--- config.mk ---
export PLATFORM = sky130hd
export DESIGN_NAME = lmx2594_cfg_seq
export DESIGN_NICKNAME = d
export VERILOG_FILES = /design/src/rtl/lmx2594_cfg_seq.sv
export SDC_FILE = /design/constraint.sdc
export NUM_CORES = 1
export LEC_CHECK = 0
export ABC_AREA = 1
export ABC_CLOCK_PERIOD_IN_PS = 1780
export CORE_MARGIN = 1.5
export CORE_UTILIZATION = 25
export DETAILED_ROUTE_END_ITERATION = 10
export GPL_TIMING_DRIVEN = 0
export HOLD_SLACK_MARGIN = 0.12
export SLEW_MARGIN = 40
export SYNTH_ARGS = -nofsm -noshare
export SYNTH_HDL_FRONTEND = slang
export SYNTH_SLANG_ARGS = --single-unit
--- constraint.sdc ---
create_clock -name clk -period 1.78 [get_ports clk]
set_clock_uncertainty 0.05 [all_clocks]
set_input_delay 0.445 -clock clk [delete_from_list [all_inputs] [get_ports clk]]
set_output_delay 0.445 -clock clk [all_outputs]
set_load 0.05 [all_outputs]
--- src/rtl/lmx2594_cfg_seq.sv ---
// LMX2594 configuration sequencer: power-up wait, init-table streaming through spi_master,
// VCO calibration wait, then single-word runtime writes from the host port.
module lmx2594_cfg_seq #(
   parameter int unsigned PWRUP_CYCLES    = 30000,
   parameter int unsigned NUM_REGS        = 8,
   parameter int unsigned GAP_CYCLES      = 16,
   parameter int unsigned CAL_WAIT_CYCLES = 1000,
   parameter int unsigned TIMEOUT_CYCLES  = 4096
) (
   input  logic        clk,
   input  logic        rst,
   input  logic        cfg_start,
   output logic [7:0]  tbl_addr,
   input  logic [23:0] tbl_data,
   input  logic        req_valid,
   input  logic [23:0] req_data,
   output logic        req_ready,
   output logic        spi_start,
   output logic        spi_dir,
   output logic [7:0]  spi_data_depth,
   output logic [23:0] spi_data_tx,
   input  logic        spi_ready,
   output logic        amp_en,
   output logic        cfg_busy,
   output logic        cfg_done,
   output logic        cfg_err
);

   localparam int unsigned IDX_W  = 8;
   localparam int unsigned WORD_W = 24;
   localparam int unsigned CNT_W  = 32;

   typedef enum logic [3:0] {
      S_PWRUP     = 4'd0,
      S_FETCH     = 4'd1,
      S_LOAD      = 4'd2,
      S_START     = 4'd3,
      S_WAIT_BUSY = 4'd4,
      S_WAIT_DONE = 4'd5,
      S_GAP       = 4'd6,
      S_CAL_WAIT  = 4'd7,
      S_READY     = 4'd8,
      S_ERROR     = 4'd9
   } state_t;

   state_t              state_q, state_d;
   logic [CNT_W-1:0]    cnt_q, cnt_d;
   logic [IDX_W-1:0]    idx_q, idx_d;
   logic                host_q, host_d;
   logic [WORD_W-1:0]   data_d;
   logic                done_d, err_d, start_d;
   logic                req_ready_q;
   logic                pwrup_end, gap_end, cal_end, wd_expired, last_idx;

   // Shared cycle counter restarts on every state change; terminal counts per state.
   assign pwrup_end  = (cnt_q == CNT_W'(PWRUP_CYCLES - 1));
   assign gap_end    = (cnt_q == CNT_W'(GAP_CYCLES - 1));
   assign cal_end    = (cnt_q == CNT_W'(CAL_WAIT_CYCLES - 1));
   assign wd_expired = (cnt_q == CNT_W'(TIMEOUT_CYCLES - 1));
   assign last_idx   = (idx_q == IDX_W'(NUM_REGS - 1));

   assign tbl_addr       = idx_q;
   assign spi_dir        = 1'b0;
   assign spi_data_depth = IDX_W'(WORD_W);

   // A concurrent cfg_start withdraws the offer so the host never sees a dropped accept.
   assign req_ready = req_ready_q & ~cfg_start;

   always_comb begin
      state_d = state_q;
      idx_d   = idx_q;
      host_d  = host_q;
      data_d  = spi_data_tx;
      done_d  = cfg_done;
      err_d   = cfg_err;
      start_d = 1'b0;

      unique case (state_q)
         S_PWRUP: begin
            if (pwrup_end) begin
               idx_d   = '0;
               state_d = S_FETCH;
            end
         end
         S_FETCH: state_d = S_LOAD;
         S_LOAD: begin
            data_d  = tbl_data;
            state_d = S_START;
         end
         S_START: begin
            if (spi_ready) begin
               start_d = 1'b1;
               state_d = S_WAIT_BUSY;
            end else if (wd_expired) begin
               err_d   = 1'b1;
               state_d = S_ERROR;
            end
         end
         S_WAIT_BUSY: begin
            if (!spi_ready) begin
               state_d = S_WAIT_DONE;
            end else if (wd_expired) begin
               err_d   = 1'b1;
               state_d = S_ERROR;
            end
         end
         S_WAIT_DONE: begin
            if (spi_ready) begin
               state_d = S_GAP;
            end else if (wd_expired) begin
               err_d   = 1'b1;
               state_d = S_ERROR;
            end
         end
         S_GAP: begin
            if (gap_end) begin
               if (host_q) begin
                  state_d = S_READY;
               end else if (last_idx) begin
                  state_d = S_CAL_WAIT;
               end else begin
                  idx_d   = idx_q + IDX_W'(1);
                  state_d = S_FETCH;
               end
            end
         end
         S_CAL_WAIT: begin
            if (cal_end) begin
               done_d  = 1'b1;
               state_d = S_READY;
            end
         end
         S_READY: begin
            if (cfg_start) begin
               done_d  = 1'b0;
               err_d   = 1'b0;
               idx_d   = '0;
               host_d  = 1'b0;
               state_d = S_FETCH;
            end else if (req_valid) begin
               data_d  = req_data;
               host_d  = 1'b1;
               state_d = S_START;
            end
         end
         S_ERROR: begin
            if (cfg_start) begin
               done_d  = 1'b0;
               err_d   = 1'b0;
               idx_d   = '0;
               host_d  = 1'b0;
               state_d = S_FETCH;
            end
         end
         default: state_d = S_PWRUP;
      endcase

      cnt_d = (state_d != state_q) ? '0 : cnt_q + CNT_W'(1);
   end

   always_ff @(posedge clk) begin
      if (rst) begin
         state_q     <= S_PWRUP;
         cnt_q       <= '0;
         idx_q       <= '0;
         host_q      <= 1'b0;
         spi_data_tx <= '0;
         spi_start   <= 1'b0;
         req_ready_q <= 1'b0;
         amp_en      <= 1'b0;
         cfg_busy    <= 1'b1;
         cfg_done    <= 1'b0;
         cfg_err     <= 1'b0;
      end else begin
         state_q     <= state_d;
         cnt_q       <= cnt_d;
         idx_q       <= idx_d;
         host_q      <= host_d;
         spi_data_tx <= data_d;
         spi_start   <= start_d;
         req_ready_q <= (state_d == S_READY);
         // The amplifier stays on across a host write; only init, reset or error turn it off.
         amp_en      <= (state_d == S_READY) || (host_d && (state_d != S_ERROR));
         cfg_busy    <= (state_d != S_READY) && (state_d != S_ERROR);
         cfg_done    <= done_d;
         cfg_err     <= err_d;
      end
   end

endmodule

==> results.yml, run 1 <==
final_layout:
  post_layout_util_pct: 40.4
  num_antenna_cells: 0
  postLayoutCellArea_sq_mm: 0.00699
  fin_nets: 854
  area_delta_synth_final_pct: 57.6
  instances_no_fill: 1029
  num-fill-cells: 1781
  post_route_cells_drive_above_1_share_pct: 30.1
drt:
  met2_length_microns: 6460
  route.detailed.wl_per_inst_microns: 13.1
  via_per_inst: 4.54
  number_of_detailed_route_iterations_in_the_first_pass: 4
  detail_route.wirelength_microns: 13500
  routed.top_layer: "met4"
  routed-via-count: 4669
  drtAntennaViolNets: 0
  wl_met3_microns: 1070
  met1_wire_length_microns: 5640
  drt_iter0_drc: 269
  post-route-drc-count: 0
setup_path:
  critical_path.reg2reg.endpoint: "cnt_q[2]"
  timing.critical_path.to_type: "flip-flop"
  critPathRequiredTime_ns: 2.00
  cp-start-kind: "flip-flop"
  timing.critical_path.slowest_cell_delay_ns: 0.35
  timing_worst_setup_path_type: "flip-flop to flip-flop"
  cp_max_fo: 8
  r2r_start: "cnt_q[1]"
  crit_arrival_ns: 2.24
  r2r.worst_path.cells: 14
  critical-path-slowest-cell: "dfxtp_2"
  r2r_setup_slack_ns: -0.25
  crit_chain: "ha_4 > nand2_4 > nor2_4 > buf_6 > nand3_4 > nor2_4 > nand3_1 > nand3_2 > nand3_2 > nand2_2 > nand3_4 > buf_12 > buf_12 > nor3_2"
clock_tree:
  tritoncts: "built"
  clock_tree.root_cell: "clkbuf_16"
  path_clk_slew_ns: 0.06
  htree_num_levels: 3
  clock_insertion_delay_worst_skew_ns: 0.34
  cts.sinks: 75
  cts_buffers: 9
  clock_tree.buffer_depth: 2
  postCtsHoldBufs: 0
floorplanning:
  die_height_microns: 136
  chipWidth_microns: 136
  i_o_pins: 100
  design.core.area_sq_mm: 0.0173
  starting_density_of_the_core_pct: 25.6
  placement_rows: 48
  fp.dieArea_sq_mm: 0.0185
yosys:
  synth.cell_area_sq_mm: 0.00443
  yosys_register_bits: 75
  synth_async_reset_ratio_pct: 0
  synth-warning-count: 0
  cell_types_with_the_largest_area_share_after_synthesis: "dfxtp_1 (34%), nand2_1 (12%), nor3_2 (6.8%), xor2_1 (6.1%), nor2_1 (6.0%)"
  synth-seq-area-share_pct: 33.9
  edff_count_synth: 0
  post-synth-top-area-cell: "dfxtp_1"
  synth_top_cells_by_count: "nand2_1 (146), dfxtp_1 (75), nor2_1 (71)"
  synthDominantCellAreaShare_pct: 33.9
  synthFlopType: "dfxtp_1"
  yosysMostFrequentCell: "nand2_1"
  synth.distinct_cells: 34
  post_synth.cell_area_avg_sq_um: 6.96
  netlist_instances: 637
grt:
  grt_start_max_net_pins: 14
  antenna_found_initial: 0
  grtUsageTotal_pct: 14.7
  grt_first_pass_wirelength_microns: 21500
  first_global_vias: 4461
  grt.overflow.total: 0
timing:
  report.final.hold_viol_count: 0
  slew_viol_final: 0
  grt_setup_unrepaired: "yes"
  setup_viol: 42
  fmaxAchievable_mhz: 493
  fin_crit_ns: 2.03
  post-route-worst-setup-slack_ns: -0.247
  final_cycle_utilization_of_the_critical_path_pct: 114
  worst_pin_slew_ns: 0.603
  timing.max_slew.rel_slack_pct: 59.8
min_path:
  timing.hold.worst_endpoint: "cfg_err"
  hold_path.startpoint: "cfg_err"
  depth_of_the_worst_hold_timing_path: 2
  timing.hold.worst.class: "flip-flop to flip-flop"
power:
  leakage_nw: 2.85
  power_mw: 4.05
  ir_drop_mv: 0.513
  power_per_cell_area_mw_per_mm2: 579
flow_run:
  max-cap-violations: 0
placement:
  pre_cts_slack_ns: -0.567
  io_buffers: 90
  routabilityCongestion: 0.853
  detailed_place_hpwl_microns: 9310
  placed_cells: 959
  detailed_place.area_sq_mm: 0.00569
status:
  violations_in_the_final_reports: "negative setup slack"
  status: "complete, but fails checks"
[how the worst max path moves through the flow]
| stage | slack, ns | endpoint | cells after the start | startpoint |
|---|---|---|---|---|
| 4_1_cts | -0.21 | cnt_q[17] | 13 | cnt_q[0] |
| 5_1_grt | -0.37 | cnt_q[17] | 12 | cnt_q[6] |
| 6_report | -0.25 | cnt_q[2] | 14 | cnt_q[1] |
| 3_5_place_dp | -0.57 | req_ready | 3 | cfg_start |
| 2_1_floorplan | 0.01 | tbl_addr[0] | 9 | tbl_addr[0] |
| 3_3_place_gp | -0.56 | req_ready | 3 | cfg_start |
[state kept, by name (all words and copies together) (netlist names)]
name / flops
req_ready_q: 1
amp_en: 1
state_q: 4
cfg_done: 1
tbl_addr: 8
host_q: 1
spi_start: 1
cfg_busy: 1
cnt_q: 32
cfg_err: 1
spi_data_tx: 24
[placed cells by master, fill, tap and decap left out, types with 4 or more instances in the layout]
| master | count |
|---|---|
| nand2_1 | 133 |
| inv_1 | 59 |
| dfxtp_1 | 57 |
| nor2_1 | 52 |
| clkdlybuf4s50_1 | 51 |
| buf_4 | 48 |
| nand3_1 | 31 |
| xor2_1 | 31 |
| o21ai_0 | 29 |
| dlygate4sd2_1 | 29 |
| nor3_2 | 27 |
| a31oi_1 | 25 |
| inv_2 | 17 |
| buf_6 | 17 |
| dfxtp_2 | 16 |
| nor2_2 | 14 |
| nor2_4 | 14 |
| nor3_1 | 13 |
| nand2_2 | 12 |
| nand4_1 | 11 |
| clkbuf_16 | 11 |
| conb_1 | 9 |
| nor3_4 | 8 |
| a21oi_1 | 8 |
| nand2_4 | 6 |
| nand3_4 | 6 |
| buf_12 | 6 |
| clkbuf_1 | 5 |
| clkdlybuf4s15_2 | 5 |
| nand3_2 | 4 |
| a21oi_2 | 4 |
| xnor2_1 | 4 |
| nor4_1 | 4 |
[power breakdown]
group / internal, mW / switching [mW] / total, mW
Clock: 1.27 / 0.761 / 2.03
Sequential: 1.68 / 0.00978 / 1.69
Combinational: 0.183 / 0.140 / 0.323
[cell families after synthesis]
| family | Yosys count | synth area share, % |
|---|---|---|
| simple gates | 341 | 38.2 |
| compound gates | 73 | 9.20 |
| xor+xnor | 35 | 6.91 |
| flops | 75 | 33.9 |
| other cells | 2 | 0.169 |
| fa+ha+maj | 2 | 0.564 |
| buf+inv | 109 | 11.0 |
[metrics by stage]
step / hold slack (ns) / TNS [ns]
after floorplan: 0.391 / 0
after global placement: 0.393 / -31.17
after detailed placement: 0.398 / -31.83
after CTS: 0.408 / -5.90
after global routing: 0.440 / -12.90
final: 0.401 / -7.87
[critical path: cells and delay by family, from the launching register on]
| kind | cells | cell delay (ns) |
|---|---|---|
| fa+ha+maj | 1 | 0.18 |
| buf+inv | 3 | 0.44 |
| flops | 1 | 0.35 |
| simple gates | 10 | 0.91 |
[layout make-up]
type / instances / area (sq um) / share of cell area (%)
Timing Repair Buffer: 144 / 1390 / 19.9
Clock inverter: 6 / 87.6 / 1.25
Tap cell: 225 / 282 / 4.03
Buffer: 31 / 310 / 4.44
Inverter: 78 / 298 / 4.26
Clock buffer: 10 / 239 / 3.42
Sequential cell: 75 / 1530 / 21.9
Multi-Input combinational cell: 460 / 2850 / 40.8
[per-layer routing]
layer / up-vias / track usage [%]
met2: 139 / 24.7
li1: 2384 / -
met1: 2124 / 17.3
met5: - / 0
met4: 0 / 5.91
met3: 22 / 4.55
[timing repair]
| item | CTS | global route |
|---|---|---|
| cloned | 2 | 4 |
| resized for setup | 151 | 66 |
| setup buffers | 34 | 14 |
| pin swaps | 20 | 18 |
| setup endpoints to repair | 107 | 77 |
(Power assumes the default switching activity.)
==> run 2, diff against run 1 <==
ABC_CLOCK_PERIOD_IN_PS = default   (was 1780)
==> results of run 2 <==
No change in the layout: final DEF, timing and power equal those of run 1.
==> run 3, diff against run 2 <==
SLEW_MARGIN = default   (was 40)
==> results of run 3 <==
No change in the layout: final DEF, timing and power equal those of run 1.
